File: src/rtl/booth_seq_pkg.sv
// rtl/booth_seq_pkg.sv - shared widths and FSM state encoding for the booth sequencer
`timescale 1ns/1ps
package booth_seq_pkg;

    localparam int OP_W   = 4;
    localparam int PROD_W = 8;

    typedef enum logic [1:0] {
        ST_IDLE  = 2'd0,
        ST_START = 2'd1,
        ST_WAIT  = 2'd2,
        ST_DONE  = 2'd3
    } state_e;

endpackage

File: src/rtl/booth_seq_fifo.sv
// rtl/booth_seq_fifo.sv - operand-pair FIFO, power-of-two depth with wrapping pointers
`timescale 1ns/1ps
module booth_seq_fifo
    import booth_seq_pkg::*;
#(
    parameter int DEPTH = 4,
    parameter int W     = 2 * OP_W
) (
    input  logic         clk,
    input  logic         rst_n,
    input  logic         push_i,
    input  logic [W-1:0] data_i,
    input  logic         pop_i,
    output logic [W-1:0] data_o,
    output logic         full_o,
    output logic         empty_o
);

    localparam int PTR_W = (DEPTH > 1) ? $clog2(DEPTH) : 1;
    localparam int CNT_W = PTR_W + 1;
    localparam logic [CNT_W-1:0] FULL_CNT = CNT_W'(DEPTH);

    logic [W-1:0]     mem_q [DEPTH];
    logic [PTR_W-1:0] wr_ptr_q;
    logic [PTR_W-1:0] rd_ptr_q;
    logic [CNT_W-1:0] count_q;
    logic             push_ok;
    logic             pop_ok;

    assign full_o  = (count_q == FULL_CNT);
    assign empty_o = (count_q == '0);
    // A push is judged against the current occupancy only, so a same-cycle pop never frees a slot early.
    assign push_ok = push_i && !full_o;
    assign pop_ok  = pop_i && !empty_o;
    assign data_o  = mem_q[rd_ptr_q];

    always_ff @(posedge clk) begin
        if (push_ok) begin
            mem_q[wr_ptr_q] <= data_i;
        end
    end

    always_ff @(posedge clk or negedge rst_n) begin
        if (!rst_n) begin
            wr_ptr_q <= '0;
            rd_ptr_q <= '0;
            count_q  <= '0;
        end else begin
            if (push_ok) begin
                wr_ptr_q <= wr_ptr_q + 1'b1;
            end
            if (pop_ok) begin
                rd_ptr_q <= rd_ptr_q + 1'b1;
            end
            case ({push_ok, pop_ok})
                2'b10:   count_q <= count_q + 1'b1;
                2'b01:   count_q <= count_q - 1'b1;
                default: count_q <= count_q;
            endcase
        end
    end

endmodule

File: src/rtl/booth_seq.sv
// rtl/booth_seq.sv - sequences queued operand pairs through an external fixed-latency booth multiplier
`timescale 1ns/1ps
module booth_seq
    import booth_seq_pkg::*;
#(
    parameter int DEPTH = 4,
    parameter int LAT   = 6
) (
    input  logic              clk,
    input  logic              rst_n,
    input  logic              in_valid,
    output logic              in_ready,
    input  logic [OP_W-1:0]   in_x,
    input  logic [OP_W-1:0]   in_y,
    output logic [OP_W-1:0]   mul_x,
    output logic [OP_W-1:0]   mul_y,
    output logic              mul_start,
    input  logic [PROD_W-1:0] mul_p,
    output logic              out_valid,
    input  logic              out_ready,
    output logic [PROD_W-1:0] out_p,
    output logic [OP_W-1:0]   out_x,
    output logic [OP_W-1:0]   out_y
);

    localparam logic [3:0] CNT_LOAD = 4'(LAT - 1);

    state_e              state_q, state_d;
    logic [3:0]          cnt_q, cnt_d;
    logic [OP_W-1:0]     op_x_q, op_x_d;
    logic [OP_W-1:0]     op_y_q, op_y_d;
    logic [PROD_W-1:0]   out_p_q, out_p_d;
    logic [OP_W-1:0]     out_x_q, out_x_d;
    logic [OP_W-1:0]     out_y_q, out_y_d;
    logic                out_valid_q, out_valid_d;
    logic                fifo_pop;
    logic                fifo_full;
    logic                fifo_empty;
    logic [2*OP_W-1:0]   fifo_dout;

    booth_seq_fifo #(
        .DEPTH (DEPTH),
        .W     (2 * OP_W)
    ) u_fifo (
        .clk     (clk),
        .rst_n   (rst_n),
        .push_i  (in_valid),
        .data_i  ({in_x, in_y}),
        .pop_i   (fifo_pop),
        .data_o  (fifo_dout),
        .full_o  (fifo_full),
        .empty_o (fifo_empty)
    );

    assign in_ready  = !fifo_full;
    assign mul_x     = op_x_q;
    assign mul_y     = op_y_q;
    assign out_valid = out_valid_q;
    assign out_p     = out_p_q;
    assign out_x     = out_x_q;
    assign out_y     = out_y_q;

    always_comb begin
        state_d     = state_q;
        cnt_d       = cnt_q;
        op_x_d      = op_x_q;
        op_y_d      = op_y_q;
        out_p_d     = out_p_q;
        out_x_d     = out_x_q;
        out_y_d     = out_y_q;
        out_valid_d = out_valid_q;
        fifo_pop    = 1'b0;
        mul_start   = 1'b0;
        case (state_q)
            ST_IDLE: begin
                if (!fifo_empty) begin
                    fifo_pop         = 1'b1;
                    {op_x_d, op_y_d} = fifo_dout;
                    state_d          = ST_START;
                end
            end
            ST_START: begin
                mul_start = 1'b1;
                cnt_d     = CNT_LOAD;
                state_d   = ST_WAIT;
            end
            ST_WAIT: begin
                // Counter reads 0 exactly in the cycle the multiplier's product is valid.
                if (cnt_q == 4'd0) begin
                    out_p_d     = mul_p;
                    out_x_d     = op_x_q;
                    out_y_d     = op_y_q;
                    out_valid_d = 1'b1;
                    state_d     = ST_DONE;
                end else begin
                    cnt_d = cnt_q - 4'd1;
                end
            end
            ST_DONE: begin
                if (out_ready) begin
                    out_valid_d = 1'b0;
                    state_d     = ST_IDLE;
                end
            end
            default: state_d = ST_IDLE;
        endcase
    end

    always_ff @(posedge clk or negedge rst_n) begin
        if (!rst_n) begin
            state_q     <= ST_IDLE;
            cnt_q       <= 4'd0;
            op_x_q      <= '0;
            op_y_q      <= '0;
            out_p_q     <= '0;
            out_x_q     <= '0;
            out_y_q     <= '0;
            out_valid_q <= 1'b0;
        end else begin
            state_q     <= state_d;
            cnt_q       <= cnt_d;
            op_x_q      <= op_x_d;
            op_y_q      <= op_y_d;
            out_p_q     <= out_p_d;
            out_x_q     <= out_x_d;
            out_y_q     <= out_y_d;
            out_valid_q <= out_valid_d;
        end
    end

endmodule

File: config.mk
export PLATFORM = sky130hd
export DESIGN_NAME = booth_seq
export DESIGN_NICKNAME = d
export VERILOG_FILES = /design/src/rtl/booth_seq_pkg.sv /design/src/rtl/booth_seq_fifo.sv /design/src/rtl/booth_seq.sv
export SDC_FILE = /design/constraint.sdc
export NUM_CORES = 1
export LEC_CHECK = 0
export ABC_CLOCK_PERIOD_IN_PS = 2200
export BUFFER_PORTS_ARGS = -buffer_cell sky130_fd_sc_hd__buf_2
export CAP_MARGIN = 5
export CORE_MARGIN = 10
export CORE_UTILIZATION = 50
export DETAILED_ROUTE_END_ITERATION = 8
export HOLD_SLACK_MARGIN = 0.06
export PLACE_DENSITY = 0.75
export SYNTH_ARGS = -nofsm -noshare
export SYNTH_HDL_FRONTEND = slang
export SYNTH_SLANG_ARGS = --single-unit
File: constraint.sdc
create_clock -name clk -period 2.2 [get_ports clk]
set_clock_uncertainty 0.05 [all_clocks]
set_input_delay 0.44 -clock clk [delete_from_list [all_inputs] [get_ports clk]]
set_output_delay 0.44 -clock clk [all_outputs]
set_load 0.01 [all_outputs]
; Word level (Yosys, flattened, before mapping)
; Memories as Yosys holds them, arrays and structs flattened. A register that Yosys moved wholly into a read port is not among the register bits.
; Cells that the tools add are included.
[op_classes]
addsub = 5
n_bitwise = 1
muxes = 15
eq_ne = 10
n_reduce_logical = 16
[ops]
columns = operator, count
row1 = $ne A2 B2 Y1 const B, 4
row2 = $pmux W2 S4, 1
row3 = $pmux W4 S2, 1
row4 = $mux W1, 7
row5 = $eq A2 B2 Y1 const B, 3
row6 = $mux W2, 3
row7 = $pmux W3 S2, 1
row8 = $reduce_and A2 Y1, 3
row9 = $reduce_and A3 Y1, 2
row10 = $reduce_bool A2 Y1, 3
row11 = $add A2 B1 Y2 const B, 2
row12 = $eq A2 B1 Y1 const B, 2
row13 = $logic_not A4 Y1, 1
row14 = $mux W4, 1
row15 = $sub A4 B1 Y4 const B, 1
row16 = $add A3 B1 Y3 const B, 1
row17 = $eq A3 B3 Y1 const B, 1
row18 = $logic_not A1 Y1, 3
row19 = $logic_not A3 Y1, 1
row20 = $sub A3 B1 Y3 const B, 1
row21 = $logic_and A1 B1 Y1, 2
row22 = $logic_not A2 Y1, 1
row23 = $pmux W1 S2, 1
row24 = $not A1 Y1, 1
[word_totals]
ramBits = 32
regBits = 30
output_inout_bits = 27
memories = 1
elab_cells = 57
in_bits = 20
[memory_table]
columns = memory, depth, word_bits, read_ports, rd_clocked_by_memory_dff, write_ports, line_no
row1 = u_fifo.mem_q, 4, 8, 1, 1, 1, booth_seq_fifo.sv:23  ; logic [W-1:0] mem_q [DEPTH];

; Longest topological paths before layout
[logic_depth]
word_depth = 6
ltp_mapped = 10
depth_no_buf = 10

; By module
; From an unflattened synthesis, not the netlist that was laid out.
[unflattened]
cells_unflattened = 178
area_unflattened_um2 = 2957.8
[by_module_without_submodules]
columns = module, instances, seq_area_each_um2, cells_per_inst, area_per_inst_um2
row1 = booth_seq_fifo, 1, 1136.1, 80, 1584.0
row2 = booth_seq, 1, 775.7, 98, 1373.8

; Least setup slack after synthesis
; Ideal clock, no wire load.
[synth_timing]
path_type = reg-to-reg
start = register u_fifo.count_q[1]
end = register u_fifo.count_q[2]
synth_period_minus_slack_ns = 2.238
required_time_ns = 2.071
arrival_time_ns = 2.109
setup_slack_ns = -0.038
n_path_buf = 0
path_stages_with_launch = 10
setup_time_ns = 0.079
cell_sequence = dfrtp_1 or3b_4 and2_4 inv_1 ha_1 inv_1 fa_1 xor2_1 nor2_1 xor2_1
[synth_via]
elab_cells_between_ends = 14
cone_classes = add/sub: 2 / eq/ne: 3 / mux: 3 / reduce/logical: 6
[synth_lines]
columns = element, line_no
row1 = from (decl), booth_seq_fifo.sv:26  ; logic [CNT_W-1:0] count_q;
row2 = from (signal assigned), booth_seq_fifo.sv:56  ; 2'b10: count_q <= count_q + 1'b1;
row3 = from (signal assigned), booth_seq_fifo.sv:57  ; 2'b01: count_q <= count_q - 1'b1;
row4 = from (signal assigned), booth_seq_fifo.sv:58  ; default: count_q <= count_q;
row5 = $eq A3 B3 Y1 (*), booth_seq_fifo.sv:30  ; assign full_o = (count_q == FULL_CNT);
row6 = $logic_not A1 Y1 (*), n/a
row7 = net in_ready, booth_seq.sv:12  ; output logic in_ready,
row8 = $logic_and A1 B1 Y1 (*), booth_seq_fifo.sv:33  ; assign push_ok = push_i && !full_o;
row9 = $eq A2 B1 Y1 / $eq A2 B2 Y1 (equally long branches), booth_seq_fifo.sv:55  ; case ({push_ok, pop_ok})
row10 = $pmux W3 S2 / $reduce_bool A2 Y1 (equally long branches), n/a
; Mark *: on every way through the listed nets, which the timed path passes. The rest lies on a longest branch.
; A chain may end at the register's enable or synchronous reset.

; Worst setup path after layout
[layout_timing]
start = register u_fifo.count_q[0]
end = register u_fifo.count_q[2]
[layout_via]
elab_chain_len = 6
elab_cells_between_ends = 14
cone_classes = add/sub: 2 / eq/ne: 3 / mux: 3 / reduce/logical: 6
[layout_rtl]
columns = element, line_no
row1 = $logic_not A3 Y1, booth_seq_fifo.sv:31  ; assign empty_o = (count_q == '0);
row2 = $mux W1, booth_seq.sv:76  ; if (!fifo_empty) begin
row3 = $mux W1, booth_seq.sv:74  ; case (state_q)
row4 = $logic_and A1 B1 Y1, booth_seq_fifo.sv:34  ; assign pop_ok = pop_i && !empty_o;
row5 = $eq A2 B1 Y1 / $eq A2 B2 Y1 (equally long branches), booth_seq_fifo.sv:55
row6 = $pmux W3 S2 / $reduce_bool A2 Y1 (equally long branches), n/a
; Several ways; a longest one is shown, not always the timed one.

==> reports/qor.yml <==
arrival_ns: 2.24
firstDrtPassIters: 4
ys_types: 36
grt_max_degree: 39
fp.dieH_um: 96.5
clock_sinks: 70
max-slew-margin-rel: 0.608
cp-start-kind: "flip-flop"
dr_total_vias: 1646
routedWlPerCell_um: 15.4
synth_top_area_share: 0.329
vdd_drop_max_mv: 0.554
core-area_mm2: 0.00557
cts_tree: "done"
drive_gt1_frac: 0.405
wirelength_um: 5060
die_x_um: 96.5
via_per_inst: 5.00
gr-usage-met2: 0.169
power_uw: 4970
post-route-util: 0.632
place_area_mm2: 0.00329
worstMarginPinSlew_ns: 0.588
path_clk_slew_ns: 0.07
yosys_warnings: 0
root_buffer: "clkbuf_8"
synth_top_cell_by_area: "edfxtp_1"
syn_to_final_growth_pct: 20.4
synth_nets: 223
synth_area_leaders: "edfxtp_1 33%, dfrtp_1 33%, mux2_2 6.2%"
grt_usage: 0.117
synth_cells: 191
fmax_ghz: 0.491
yosys-top-cells-count: "38 x dfrtp_1, 32 x edfxtp_1, 28 x nand2_1"
max_stage_delay_ns: 0.40
synth_area_mm2: 0.00292
final_max_slew_viol_count: 0
gr-usage-met3: 0.0486
instances_no_fill: 329
drt_iter0_markers: 59
cts-buffers-inserted: 9
critical_path.startpoint: "u_fifo.count_q[0]"
r2r_end: "u_fifo.count_q[2]"
grt_pass1_wl_um: 8250
setup_viol: 0
hpwl_um: 3550
clock_latency_ns: 0.33
hold_violations: 0
ys_seq_elements: 70
grt_pass1_vias: 1721
required_ns: 2.41
async_reset_ff_frac: 0.543
dp.cells: 312
io_buffers: 46
synth_seq_area_share: 0.654
n_antenna_cell: 0
reg2regPathDepth: 9
crit_slowest_cell: "or3b_4"
clockBufferDepth: 2
r2r_setup_slack_ns: 0.16
endpoint_kind: "flip-flop"
cts_max_level: 3
cp_num_buf_inv: 2
grt-ovfl-total: 0
grt_busiest_layer: "met2"
synth.most_common_cell: "dfrtp_1"
start_util: 0.525
synth_ff_type: "dfrtp_1"
powerDensity_mw_per_mm2: 1410
fp.dieArea_mm2: 0.00931
path_cells: "or3b_4 -> and2_4 -> inv_1 -> ha_2 -> inv_1 -> fa_2 -> xor2_1 -> nor2_1 -> xor2_1"
fin_tns_setup_ns: 0
grt_setup_unrepaired: "false"
critPathMaxFanout: 2
finalNetCount: 284
post-route-cell-area_mm2: 0.00352
ant_nets: 0
status: "finished clean"
rows: 27
io_pins: 47
synth_edf_count: 32
grtUsageMet1: 0.148
power.leakage_uw: 0.00159
gp_congestion: 0.788
period_minus_slack_ns: 2.04
crit_family: "simple AND/OR/NAND/NOR gates"
r2r_start: "u_fifo.count_q[0]"
grt_antenna_before_repair: 0
worstSetupPathType: "reg -> reg"
maxCapViolCount: 0
syn_area_per_cell_um2: 15.3
route.detailed.drc: 0
min_period_over_period: 0.926
hold_class: "in -> async"
## placed cells by master (no fill, tap or decap), drive strengths merged, types with 6 or more instances in the layout
cell type,instances
mux2,18
and3,6
inv,13
edfxtp,32
dfrtp,38
buf,56
nand2,28
mux4,8
clkbuf,14
ha,11
## how the worst max path moves through the flow
stage	endpoint	slack [ns]	depth (start not counted)
after floorplan	u_fifo.count_q[2]	0.002	9
after global placement	u_fifo.count_q[2]	0.10	9
after detailed placement	u_fifo.count_q[2]	0.07	9
after CTS	u_fifo.count_q[2]	0.05	9
after global routing	u_fifo.count_q[2]	0.04	9
final	u_fifo.count_q[2]	0.16	9
## metal layers
layer	wire length (µm)	share of wire	vias to the layer above
met5	0	0	-
met4	114	0.023	0
met3	468	0.093	10
met1	2240	0.44	781
met2	2230	0.44	51
li1	-	-	804
## per-stage QoR
stage	hold WS, ns	worst slack (ns)
global route	0.121	0.0363
global placement	0.429	0.101
detailed placement	0.439	0.0733
floorplan	0.0944	0.00229
CTS	0.0924	0.0523
finish	0.0916	0.163
## timing repair
item,in CTS,in global routing
resized for setup,0,1
endpoints found under the setup margin,0,1
hold buffers,0,0
setup buffers,0,1
## state kept, by name, summed over array words and instances (netlist names)
signal           cells
mul_x                4
u_fifo.count_q       3
out_p                8
u_fifo.wr_ptr_q      2
out_valid            1
mul_y                4
u_fifo.mem_q        32
u_fifo.rd_ptr_q      2
out_x                4
cnt_q                4
state_q              2
out_y                4
## where the power goes
| part | total [µW] | switching [µW] | leakage (µW) | internal [µW] |
|---|---|---|---|---|
| Clock | 1110 | 453 | 0.000108 | 656 |
| Combinational | 1760 | 865 | 0.000716 | 891 |
| Sequential | 2110 | 286 | 0.000765 | 1820 |
| Total | 4970 | 1600 | 0.00159 | 3370 |
## area by class of cell
type	instances	area (µm²)
Sequential cell	70	1910
Multi-Input combinational cell	102	943
Inverter	13	48.8
Fill cell	413	2050
Clock buffer	14	184
Clock inverter	2	37.5
Tap cell	72	90.1
Timing Repair Buffer	56	305
## cells by family after synthesis
logic type | share of synthesized area
flops | 0.654
simple gates | 0.0800
mux | 0.136
buf+inv | 0.0261
fa+ha+maj | 0.0539
compound gates | 0.0325
xor+xnor | 0.0180
(Power assumes the default switching activity.)
